--- src/rtl/midi_out_port.sv ---
// midi_out_port: MIDI message serializer into a CPU-readable byte FIFO with running status
module midi_out_port #(
    parameter int FIFO_DEPTH     = 16,
    parameter bit RUNNING_STATUS = 1'b1
) (
    input  logic       reg_clk,
    input  logic       reset_reg_N,
    input  logic       msg_valid,
    output logic       msg_ready,
    input  logic [7:0] msg_status,
    input  logic [7:0] msg_data1,
    input  logic [7:0] msg_data2,
    input  logic [1:0] msg_len,
    input  logic [2:0] socmidi_addr,
    input  logic       socmidi_read,
    output logic [7:0] socmidi_data_out,
    output logic       midi_irq
);
    localparam int AW = $clog2(FIFO_DEPTH);

    typedef enum logic [1:0] {IDLE, SEND_ST, SEND_D1, SEND_D2} state_t;

    state_t state_q, state_d;
    logic [7:0] st_q, st_d, d1_q, d1_d, d2_q, d2_d, last_q, last_d, dout_q, dout_d;
    logic [1:0] len_q, len_d;
    logic [AW-1:0] wr_q, wr_d, rd_q, rd_d;
    logic [4:0] cnt_q, cnt_d;
    logic bad_q, bad_d, irq_q, irq_d, rdy_q, rdy_d;
    logic [7:0] mem [FIFO_DEPTH];
    logic acc, full, not_empty, push, pop, chan, skip;
    logic [7:0] push_byte;
    logic [1:0] len_in;

    assign msg_ready        = rdy_q && state_q == IDLE;
    assign socmidi_data_out = dout_q;
    assign midi_irq         = irq_q;

    // message sequencing, FIFO bookkeeping and CPU register reads
    always_comb begin
        full      = cnt_q == 5'(FIFO_DEPTH);
        not_empty = cnt_q != 5'd0;
        acc       = msg_valid && msg_ready;
        len_in    = msg_len == 2'd3 ? 2'd2 : msg_len;
        chan      = msg_status >= 8'h80 && msg_status <= 8'hEF;
        skip      = RUNNING_STATUS && chan && msg_status == last_q;
        push      = state_q != IDLE && !full;
        push_byte = state_q == SEND_ST ? st_q : {1'b0, state_q == SEND_D1 ? d1_q[6:0] : d2_q[6:0]};
        pop       = socmidi_read && socmidi_addr == 3'd0 && not_empty;
        state_d   = state_q;
        st_d      = st_q;
        d1_d      = d1_q;
        d2_d      = d2_q;
        len_d     = len_q;
        last_d    = last_q;
        if (acc && msg_status[7]) begin
            st_d    = msg_status;
            d1_d    = msg_data1;
            d2_d    = msg_data2;
            len_d   = len_in;
            state_d = !skip ? SEND_ST : len_in != 2'd0 ? SEND_D1 : IDLE;
            last_d  = chan ? msg_status : msg_status < 8'hF8 ? 8'h00 : last_q;
        end
        if (push)
            state_d = state_q == SEND_ST && len_q != 2'd0 ? SEND_D1 :
                      state_q == SEND_D1 && len_q == 2'd2 ? SEND_D2 : IDLE;
        wr_d   = push ? wr_q + AW'(1) : wr_q;
        rd_d   = pop ? rd_q + AW'(1) : rd_q;
        cnt_d  = cnt_q + 5'(push) - 5'(pop);
        bad_d  = (acc && !msg_status[7]) || (bad_q && !(socmidi_read && socmidi_addr == 3'd1));
        dout_d = !socmidi_read ? dout_q :
                 socmidi_addr == 3'd0 ? (not_empty ? mem[rd_q] : 8'h00) :
                 socmidi_addr == 3'd1 ? {cnt_q, bad_q, full, not_empty} : 8'h00;
        irq_d  = not_empty;
        rdy_d  = 1'b1;
    end

    // state registers with asynchronous active-low reset
    always_ff @(posedge reg_clk or negedge reset_reg_N) begin
        if (!reset_reg_N) begin
            state_q <= IDLE;
            st_q    <= 8'h00;
            d1_q    <= 8'h00;
            d2_q    <= 8'h00;
            len_q   <= 2'd0;
            last_q  <= 8'h00;
            dout_q  <= 8'h00;
            wr_q    <= '0;
            rd_q    <= '0;
            cnt_q   <= 5'd0;
            bad_q   <= 1'b0;
            irq_q   <= 1'b0;
            rdy_q   <= 1'b0;
        end else begin
            state_q <= state_d;
            st_q    <= st_d;
            d1_q    <= d1_d;
            d2_q    <= d2_d;
            len_q   <= len_d;
            last_q  <= last_d;
            dout_q  <= dout_d;
            wr_q    <= wr_d;
            rd_q    <= rd_d;
            cnt_q   <= cnt_d;
            bad_q   <= bad_d;
            irq_q   <= irq_d;
            rdy_q   <= rdy_d;
        end
    end

    // FIFO storage; contents are meaningless once pointers reset, so no reset here
    always_ff @(posedge reg_clk) begin
        if (push)
            mem[wr_q] <= push_byte;
    end
endmodule
--- config.mk ---
export PLATFORM = sky130hd
export DESIGN_NAME = midi_out_port
export DESIGN_NICKNAME = d
export VERILOG_FILES = /design/src/rtl/midi_out_port.sv
export SDC_FILE = /design/constraint.sdc
export NUM_CORES = 1
export LEC_CHECK = 0
export ABC_AREA = 1
export BUFFER_PORTS_ARGS = -buffer_cell sky130_fd_sc_hd__buf_2
export CAP_MARGIN = 30
export CORE_ASPECT_RATIO = 1.2
export CORE_UTILIZATION = 45
export CTS_CLUSTER_DIAMETER = 50
export DETAILED_ROUTE_END_ITERATION = 6
export PLACE_DENSITY_LB_ADDON = 0.05
export SLEW_MARGIN = 20
export SYNTH_ARGS = -nofsm -noshare
export SYNTH_HDL_FRONTEND = slang
export SYNTH_SLANG_ARGS = --single-unit
--- constraint.sdc ---
create_clock -name reg_clk -period 7.86 [get_ports reg_clk]
set_clock_uncertainty 0.05 [all_clocks]
set_input_delay 0.786 -clock reg_clk [delete_from_list [all_inputs] [get_ports reg_clk]]
set_output_delay 0.786 -clock reg_clk [all_outputs]
set_load 0.03 [all_outputs]
==> metrics.md <==
| Metric | Value |
|---|---|
| Core ar. | `17500 um2` |
| Placer Congestion | `just under 0.8` |
| Synth Cell Area | `around 8000 um2` |
| Drt drc | `0` |
| Crit Path Class | `reg -> reg` |
| Number of detailed-route iterations in the first pass | `4` |
| DP Cell Count | `between 1000 and 1500` |
| Largest cells by area after synthesis | `edfxtp_1, dfrtp_1, nand2_1` |
| CP max FO | `12` |
| Tot GR Track Use | `about 20%` |
| WL/cell | `approximately 17 um` |
| Net count, final | `850` |
| Post-synth top area share | `a little under half` |
| Final min period | `2.75 ns` |
| Post-synth ARST share | `31.2%` |
| Final setup TNS | `0 ns` |
| Peak VDD IR | `around 190 uV` |
| Final antenna-violating net count | `0` |
| CP cell instances | `inv_1 > ha_1 > nand4_1 > nand3_1 > inv_2 > ha_1 > inv_1 > ha_1 > fa_1 > a21oi_1 > nor2_1 > nor2_1 > xor2_1` |
| CTS tree | `built` |
| Hold Path Class | `reg -> reg` |
| Max stage delay on crit path | `0.41 ns` |
| Largest net degree at the start of global routing | `70` |
| Hold Vio Cnt, Final | `0` |
| Post-synthesis sequential area ratio | `between 60% and 70%` |
| Slew @ Worst Pin | `about 0.93 ns` |
| Final period utilization | `35.0%` |
| Grt total ovfl | `0` |
| Layout cells sized above 1 | `13.1%` |
| Cts hold-fix bufs | `0` |
| Diodes inserted | `0` |
| Max Cap Viol | `0` |
| Clock latency on the worst-skew pair | `around 0.42 ns` |
| DR vias | `5335` |
| PostCTS Resize Cnt | `0` |
| H-tree Lvls | `4` |
| Rows | `53` |
| HPWL Detailed | `about 12 mm` |
| PnR Total Power | `around 4.0 mW` |
| Die area | `18500 um2` |
| Post-synth EDFFs | `128` |
| Crit start category | `flop` |
| Clock root cell | `clkbuf_16` |
| IO buf count | `40` |
| Pleak | `~3.8 nW` |
| Post-CTS setup buffer count | `0` |
| Mapped Nets | `814` |
| Yosys top cell by area | `edfxtp_1` |
| Starting Density | `between 40 and 50%` |
| Slew headroom | `between 30% and 40%` |
| DR vias/cell | `about 5.1` |
| Critical Path RT | `8.16 ns` |
| Avg Inst Size Synth | `10.5 um2` |
| Critical path arrival | `around 3.1 ns` |
| First-pass GRT wire length | `between 20 and 30 mm` |
| Vias in the first global route | `between 4000 and 5000` |
| Most used cell, CP | `ha_1` |
| Fin cells | `1038` |
| Slowest CP cell | `fa_1` |
| Post-synthesis register bit count | `between 150 and 200` |
| Die X | `~120 um` |
| Outcome | `finished, final reports clean` |
| Final setup violating endpoints | `0` |
| Antenna violations before repair | `0` |
| Die Y | `149 um` |
| TritonCTS sink count | `186` |
| Initial DRC Count | `approximately 460` |
| Mapped Cells | `around 770` |
| RSZ-0062 raised after global routing | `false` |
| Clock Tree Buf Depth | `2` |
| Synth warn | `0` |
| Overall routed net length | `around 18 mm` |
| I/O pins | `43` |
| Slew Viols, Final | `0` |
| Layout area overhead | `13.1%` |
| P per Cell Area | `approximately 430 nW/um2` |
| Top_reg_cell synth | `edfxtp_1` |
| Number of CTS-inserted buffers | `17` |
| Unique masters post-synth | `33` |
| Maximum clock frequency | `around 360 MHz` |
| Clk slew on worst S/H paths | `approximately 0.070 ns` |
| Critical Path Sink Type | `flop` |
final timing paths:
kind | end | slack [ns] | start | depth (start not counted)
min in group asynchronous | last_q[0] | 0.46 | reset_reg_N | 2
worst max-delay path | cnt_q[4] | 5.11 | cnt_q[2] | 13
worst min-delay path | st_q[7] | 0.40 | st_q[7] | 2
max in group asynchronous | rd_q[0] | 6.75 | reset_reg_N | 2
worst min register to register | st_q[7] | 0.40 | st_q[7] | 2
worst max register to register | cnt_q[4] | 5.11 | cnt_q[2] | 13
power by group:
group / switching, mW / internal [mW]
Sequential: 0.122 / 1.50
Clock: 0.369 / 0.598
Combinational: 0.980 / 0.390
Total: 1.47 / 2.49
state kept, by name, indices dropped and copies added (netlist names):
name / count
mem: 128
last_q: 8
socmidi_data_out: 8
st_q: 8
d1_q: 7
d2_q: 7
cnt_q: 5
rd_q: 4
wr_q: 4
len_q: 2
state_q: 2
bad_q: 1
midi_irq: 1
rdy_q: 1
stage by stage:
step	instance area [um2]	utilization, %	setup WS [ns]	hold slack (ns)
2_1_floorplan	8060	-	5.20	0.372
3_3_place_gp	8400	48.0	4.96	0.385
4_1_cts	9120	52.1	5.10	0.407
5_1_grt	9120	52.1	4.93	0.411
6_report	9120	52.1	5.11	0.401
3_5_place_dp	8450	48.3	4.93	0.390
logic make-up after synthesis:
family	Yosys count	synth area share, %
flops	186	65.7
buf+inv	95	5.29
fa+ha+maj	12	1.95
xor+xnor	11	1.19
other cells	1	0.0465
simple gates	407	21.7
compound gates	57	4.11
area by class of cell:
type / count / area, um2
Multi-Input combinational cell: 488 / 2350
Inverter: 63 / 239
Tap cell: 220 / 275
Fill cell: 1600 / 8380
Sequential cell: 186 / 5300
Clock inverter: 15 / 246
Timing Repair Buffer: 49 / 288
Clock buffer: 17 / 425
layer usage:
layer,up-vias,routed length [um],global-route usage (%)
li1,2646,-,-
met1,2565,8020,26.6
met5,-,0,0
met3,16,572,2.95
met2,108,8960,33.3
met4,0,319,7.71
critical path, delay by kind of cell, from the launching register on:
kind	cells	cell delay [ns]
flip-flops	1	0.38
AND/OR/NAND/NOR	4	0.55
XOR/XNOR	1	0.15
buffers and inverters	3	0.29
AO/OA/AOI/OAI	1	0.17
adder cells (fa/ha/maj)	4	1.09
cell usage after synthesis (all sizes together) (2+ instances only):
cell type    n
nand2      236
edfxtp     128
o211ai       2
ha          11
o21ai       40
inv         62
nor3         2
nand3      127
xor2        10
nand4        4
a21oi       11
o22ai        4
buf         29
clkbuf       3
nor2        36
or2          2
dfrtp       58
cells in the final DEF, fill, tap and decap left out, drive strengths merged, types with 2 or more instances in the layout:
cell type | Yosys | routed
clkbuf | 3 | 17
bufinv | 0 | 6
ha | 11 | 11
clkinv | 1 | 5
edfxtp | 128 | 128
or2 | 2 | 2
nand4 | 4 | 4
o211ai | 2 | 2
a21oi | 11 | 11
dfrtp | 58 | 58
buf | 29 | 49
clkinvlp | 0 | 3
xor2 | 10 | 10
o22ai | 4 | 4
nor3 | 2 | 2
nor2 | 36 | 36
nand2 | 236 | 236
inv | 62 | 64
nand3 | 127 | 127
o21ai | 40 | 40
Note: power is estimated with default switching activity, not from simulation.
